[src/rtl/regfile_param.sv]
// regfile_param: parametrised 2-read/1-write register file.
// - Read ports are registered and hold their value when not enabled.
// - A one-entry-per-cycle clear sequencer zeroes the whole array while BUSY is high.
// - When ZERO_REG=1, entry 0 is hardwired to zero.
// Optional feature (macro REGFILE_BYPASS_EN): write-to-read forwarding, so a
// read of an entry being written or cleared on the same edge returns the new value.
module regfile_param #(
  parameter int WIDTH    = 32,
  parameter int AW       = 5,
  parameter bit ZERO_REG = 1'b1
) (
  input  logic             clk,
  input  logic             rst,
  input  logic             WE,
  input  logic [AW-1:0]    WA,
  input  logic [WIDTH-1:0] IN,
  input  logic             RE_A,
  input  logic [AW-1:0]    RA_A,
  input  logic             RE_B,
  input  logic [AW-1:0]    RA_B,
  input  logic             CLR,
  output logic [WIDTH-1:0] OutA,
  output logic [WIDTH-1:0] OutB,
  output logic             BUSY
);

  localparam int DEPTH = 2**AW;

  typedef enum logic {IDLE = 1'b0, CLEARING = 1'b1} state_t;

  state_t           state_q, state_d;
  logic [AW-1:0]    cnt_q, cnt_d;
  logic [WIDTH-1:0] mem_q [DEPTH];
  logic [WIDTH-1:0] mem_d [DEPTH];
  logic [WIDTH-1:0] out_a_q, out_a_d;
  logic [WIDTH-1:0] out_b_q, out_b_d;
  logic             wr_ok;
  logic             clr_act;

  // Writes are accepted only while idle; entry 0 is protected when hardwired.
  assign clr_act = (state_q == CLEARING);
  assign wr_ok   = WE && !clr_act && !(ZERO_REG && (WA == '0));

  // Clear sequencer: walk the counter across every entry once, then go idle.
  always_comb begin
    state_d = state_q;
    cnt_d   = cnt_q;
    case (state_q)
      IDLE: begin
        if (CLR) begin
          state_d = CLEARING;
          cnt_d   = '0;
        end
      end
      CLEARING: begin
        cnt_d = cnt_q + 1'b1;
        if (cnt_q == AW'(DEPTH - 1)) begin
          state_d = IDLE;
        end
      end
    endcase
  end

  // Next array contents: accepted write or the entry being cleared (never both).
  always_comb begin
    mem_d = mem_q;
    if (wr_ok) begin
      mem_d[WA] = IN;
    end
    if (clr_act) begin
      mem_d[cnt_q] = '0;
    end
  end

  // Read port A: load on enable, otherwise hold.
  always_comb begin
    out_a_d = out_a_q;
    if (RE_A) begin
      out_a_d = mem_q[RA_A];
`ifdef REGFILE_BYPASS_EN
      if (wr_ok && (WA == RA_A)) begin
        out_a_d = IN;
      end
      if (clr_act && (cnt_q == RA_A)) begin
        out_a_d = '0;
      end
`endif
      if (ZERO_REG && (RA_A == '0)) begin
        out_a_d = '0;
      end
    end
  end

  // Read port B: load on enable, otherwise hold.
  always_comb begin
    out_b_d = out_b_q;
    if (RE_B) begin
      out_b_d = mem_q[RA_B];
`ifdef REGFILE_BYPASS_EN
      if (wr_ok && (WA == RA_B)) begin
        out_b_d = IN;
      end
      if (clr_act && (cnt_q == RA_B)) begin
        out_b_d = '0;
      end
`endif
      if (ZERO_REG && (RA_B == '0)) begin
        out_b_d = '0;
      end
    end
  end

  // State, counter, array and read registers; reset zeroes everything at once.
  always_ff @(posedge clk or posedge rst) begin
    if (rst) begin
      state_q <= IDLE;
      cnt_q   <= '0;
      out_a_q <= '0;
      out_b_q <= '0;
      for (int i = 0; i < DEPTH; i++) begin
        mem_q[i] <= '0;
      end
    end else begin
      state_q <= state_d;
      cnt_q   <= cnt_d;
      out_a_q <= out_a_d;
      out_b_q <= out_b_d;
      mem_q   <= mem_d;
    end
  end

  assign OutA = out_a_q;
  assign OutB = out_b_q;
  assign BUSY = clr_act;

endmodule

[config.mk]
export PLATFORM = sky130hd
export DESIGN_NAME = regfile_param
export DESIGN_NICKNAME = d
export VERILOG_FILES = /design/src/rtl/regfile_param.sv
export SDC_FILE = /design/constraint.sdc
export NUM_CORES = 2
export LEC_CHECK = 0
export ABC_AREA = 1
export CAP_MARGIN = 20
export CORE_ASPECT_RATIO = 0.9
export CORE_MARGIN = 3
export CORE_UTILIZATION = 40
export CTS_CLUSTER_DIAMETER = 30
export CTS_CLUSTER_SIZE = 24
export DETAILED_ROUTE_END_ITERATION = 16
export GPL_TIMING_DRIVEN = 0
export HOLD_SLACK_MARGIN = 0.08
export PLACE_DENSITY = 0.67
export SKIP_LAST_GASP = 1
export SYNTH_ARGS = -nofsm -noshare
export SYNTH_HDL_FRONTEND = slang
export SYNTH_SLANG_ARGS = --single-unit
export TNS_END_PERCENT = 50
[constraint.sdc]
create_clock -name clk -period 67.9 [get_ports clk]
set_input_delay 13.58 -clock clk [delete_from_list [all_inputs] [get_ports clk]]
set_output_delay 13.58 -clock clk [all_outputs]
set_load 0.1 [all_outputs]
==> parameters.txt <==
Parameter                              Value

Status
  Run status    finished clean

Place
  Port buffer count    between 70 and 80
  Placed wire-length estimate after detailed placement    272 mm
  RD Place Congestion    1.09
  Instance count after placement with tap cells included    ~12000

Critical path
  Flop-to-flop setup slack    64.50 ns
  Critical path's slowest cell    clkbuf_1
  Crit Path Class    input port to flip-flop
  Max incr delay on CP    0.86 ns
  Crit Reg-Reg Startpoint    BUSY$_DFF_PP0_
  R2R Path End    mem_q[755]$_DFF_PP0_
  Required time worst endpoint    between 60 and 70 ns
  Reg2reg path depth    5
  List of cells traversed by the critical path    clkdlybuf4s50_1, buf_2, clkbuf_1, buf_8, buf_2, nand2_1, nand2_1, a21oi_1, nand3_1, nand2_1, nand2_1, nand3_1, nand2_1
  Critical path startpoint    RA_A[0]
  Cell repeated most along the worst path    nand2_1
  Max Fanout on Critical Path    10
  Arrival time of the worst setup path    17.74 ns
  Worst Setup End Kind    flip-flop
  Category of the worst setup path launch point    input port

Clocking
  Clock sink count    ~1100
  Number of H-tree branching levels    5
  Post-CTS Setup Inserts    0
  Number of buffers added to fix hold violations after cts    0
  Total clock buffers created by CTS    just over 300
  CTS tree    built
  Clock root buffer    clkbuf_16
  Number of instances resized during post-cts repair    0
  Clock-pin transition on the worst setup and hold timing paths    about 0.050 ns
  Clock insertion delay at the later pin of the skew report    approximately 0.93 ns
  Number of buffers on the longest clock path    4

Hold path
  Startpoint of the tightest hold check path    OutA[11]$_DFFE_PP0P_
  Path type of the worst min-delay path    flip-flop to flip-flop
  Worst hold path cell count    2
  Terminating pin of the worst hold path    OutA[11]$_DFFE_PP0P_

Global route
  Overall global routing resource usage    42.7%
  Remaining global-route overflow    0
  Antenna violations before repair    40
  First-pass GRT wire length    507 mm
  Largest net degree at the start of global routing    128
  Number of global-route vias before repair    69300

Drt
  Post-DR vias/cell    5.97
  Avg WL per Cell    a little under 30 um
  Detailed Route WL    363 mm
  Number of nets still failing antenna checks after routing    0
  Number of DRC markers after the initial detailed-route iteration    11500
  Detailed-route via count    around 75000
  Drc violations    0
  Number of optimization iterations in the first detailed-route pass    7

Floorplanning
  Std-Cell Core Area    159000 sq um
  Number of placed I/O pins    118
  Die Y-Extent    386 um
  Site row count    138
  Effective utilization at floorplan    40.6%
  Die Area    166000 sq um
  Die boundary width    429 um

Power and ir drop
  Total power divided by cell area    39.4 nW/um^2
  Worst vdd ir    0.0230 mV
  Total leakage power    38.7 nW

Final layout
  Utilization of the core after routing    50.3%
  Fin nets    10200
  Post-route non-filler standard cell count    about 12000
  Layout overhead on the synthesized area    24.1%
  Top library cells by usage in the layout, fill and taps aside    nand2_1 (3050), nor2_1 (1896), nand3_1 (1106)
  Most common cell after layout, fill and taps aside    nand2_1
  Fraction of final layout cells sized beyond drive strength 1    9.80%

Timing
  Max_slew headroom    11.3%
  Final TNS setup    0 ns
  Final period utilization    between 20% and 30%
  Final Setup Violations    0
  Worst Max-Slew Pin Slew    1.33 ns
  Number of hold-slack violations in the final timing report    0
  Final worst clock skew    0.0612 ns
  Setup repair after global routing missed its margin    false
  Slew Limit Fails    0
  Achievable clock frequency    59.2 MHz
  Time the final worst path needs with I/O delays and setup    roughly 17 ns
  Worst hold margin    0.476 ns

Logic synthesis
  Post-Synthesis Mean Instance Area    approximately 6.7 sq um
  Sequential element share of the synthesized area    42.6%
  Count of mapped cells out of synthesis    ~9700
  Post-synthesis instance area    64300 sq um
  #FFs+latches synth    ~1100
  Warnings from Yosys    0
  Post-Synthesis Net Count    9712
  Unique masters post-synth    28

Job
  Number of max-capacitance violations reported    0
cells by family after synthesis:
family | share of synthesized area (%)
adders and majority gates | 0.0973
buffers and inverters | 6.68
DFF | 42.6
and+or+nand+nor | 46.6
AOI/OAI and AO/OA | 4.09
worst max path at each step:
stage | depth (start not counted) | to | slack [ns]
detailed placement | 12 | OutA[13]$_DFFE_PP0P_ | 50.48
global placement | 2 | mem_q[340]$_DFF_PP0_ | 9.09
global route | 12 | OutA[12]$_DFFE_PP0P_ | 51.21
finish | 13 | OutA[25]$_DFFE_PP0P_ | 51.02
floorplan | 1 | BUSY$_DFF_PP0_ | 23.52
CTS | 12 | OutB[16]$_DFFE_PP0P_ | 51.45
cell type report:
type | count | area (sq um)
buffer | 815 | 3500
clock inverter | 161 | 2170
inverter | 218 | 828
antenna | 35 | 87.6
tap | 2100 | 2630
timing repair buffer | 154 | 2050
fill | 15600 | 78700
sequential | 1094 | 27400
multi-input combinational | 7527 | 32600
clock buffer | 379 | 8520
worst max-delay path: cells and delay by family:
family | cells | cell delay, ns
AOI/OAI and AO/OA | 1 | 0.08
buffers and inverters | 5 | 2.67
and+or+nand+nor | 7 | 1.37
cell usage after synthesis:
master | number | area [sq um]
buf_1 | 38 | 143
inv_4 | 1 | 6.26
nand3b_1 | 62 | 465
clkbuf_1 | 504 | 1890
nor2_1 | 1898 | 7120
a21oi_1 | 314 | 1570
inv_2 | 28 | 105
nor2_4 | 3 | 33.8
nand3_2 | 8 | 80.1
nand3_1 | 1106 | 5540
o21ai_0 | 68 | 340
nand3_4 | 4 | 70.1
nor2_2 | 9 | 56.3
buf_4 | 26 | 195
nor3_2 | 70 | 701
nand2_2 | 3 | 18.8
buf_6 | 1 | 11.3
inv_1 | 185 | 694
nor3b_1 | 96 | 721
clkinv_1 | 4 | 15.0
nand2_4 | 1 | 11.3
buf_2 | 246 | 1230
ha_1 | 5 | 62.6
dfrtp_1 | 1094 | 27400
nand4_1 | 4 | 25.0
nor3_1 | 730 | 3650
a211oi_1 | 96 | 721
nand2_1 | 3050 | 11400
power by group:
part / leakage, nW / internal [mW] / switching (mW) / total [mW]
combinational: 18.6 / 0.195 / 0.476 / 0.671
clock: 5.18 / 1.06 / 0.459 / 1.52
sequential: 14.9 / 0.810 / 0.146 / 0.956
routing by layer:
| layer | wire length, um | up-vias | track usage [%] | part of all wire (%) |
|---|---|---|---|---|
| li1 | - | 32000 | - | - |
| met1 | 134000 | 35500 | 53.0 | 37 |
| met2 | 148000 | 5694 | 60.7 | 41 |
| met3 | 50300 | 1385 | 15.9 | 14 |
| met4 | 30600 | 32 | 31.0 | 8.4 |
| met5 | 235 | - | 0 | 0.065 |
sequential cells by signal, indices dropped and copies added, names as in the netlist:
name	cells
OutB	32
OutA	32
BUSY	1
cnt_q	5
mem_q	1024
metrics by stage:
stage / worst slack, ns / total power [mW] / area, sq um
global placement: 9.09 / 1.57 / 67700
finish: 51.02 / 3.14 / 79800
detailed placement: 50.48 / 1.59 / 68800
global route: 51.21 / 3.24 / 79700
CTS: 51.45 / 3.10 / 79500
floorplan: 23.52 / 1.33 / 64300
Power figures use the tool's default switching activity.
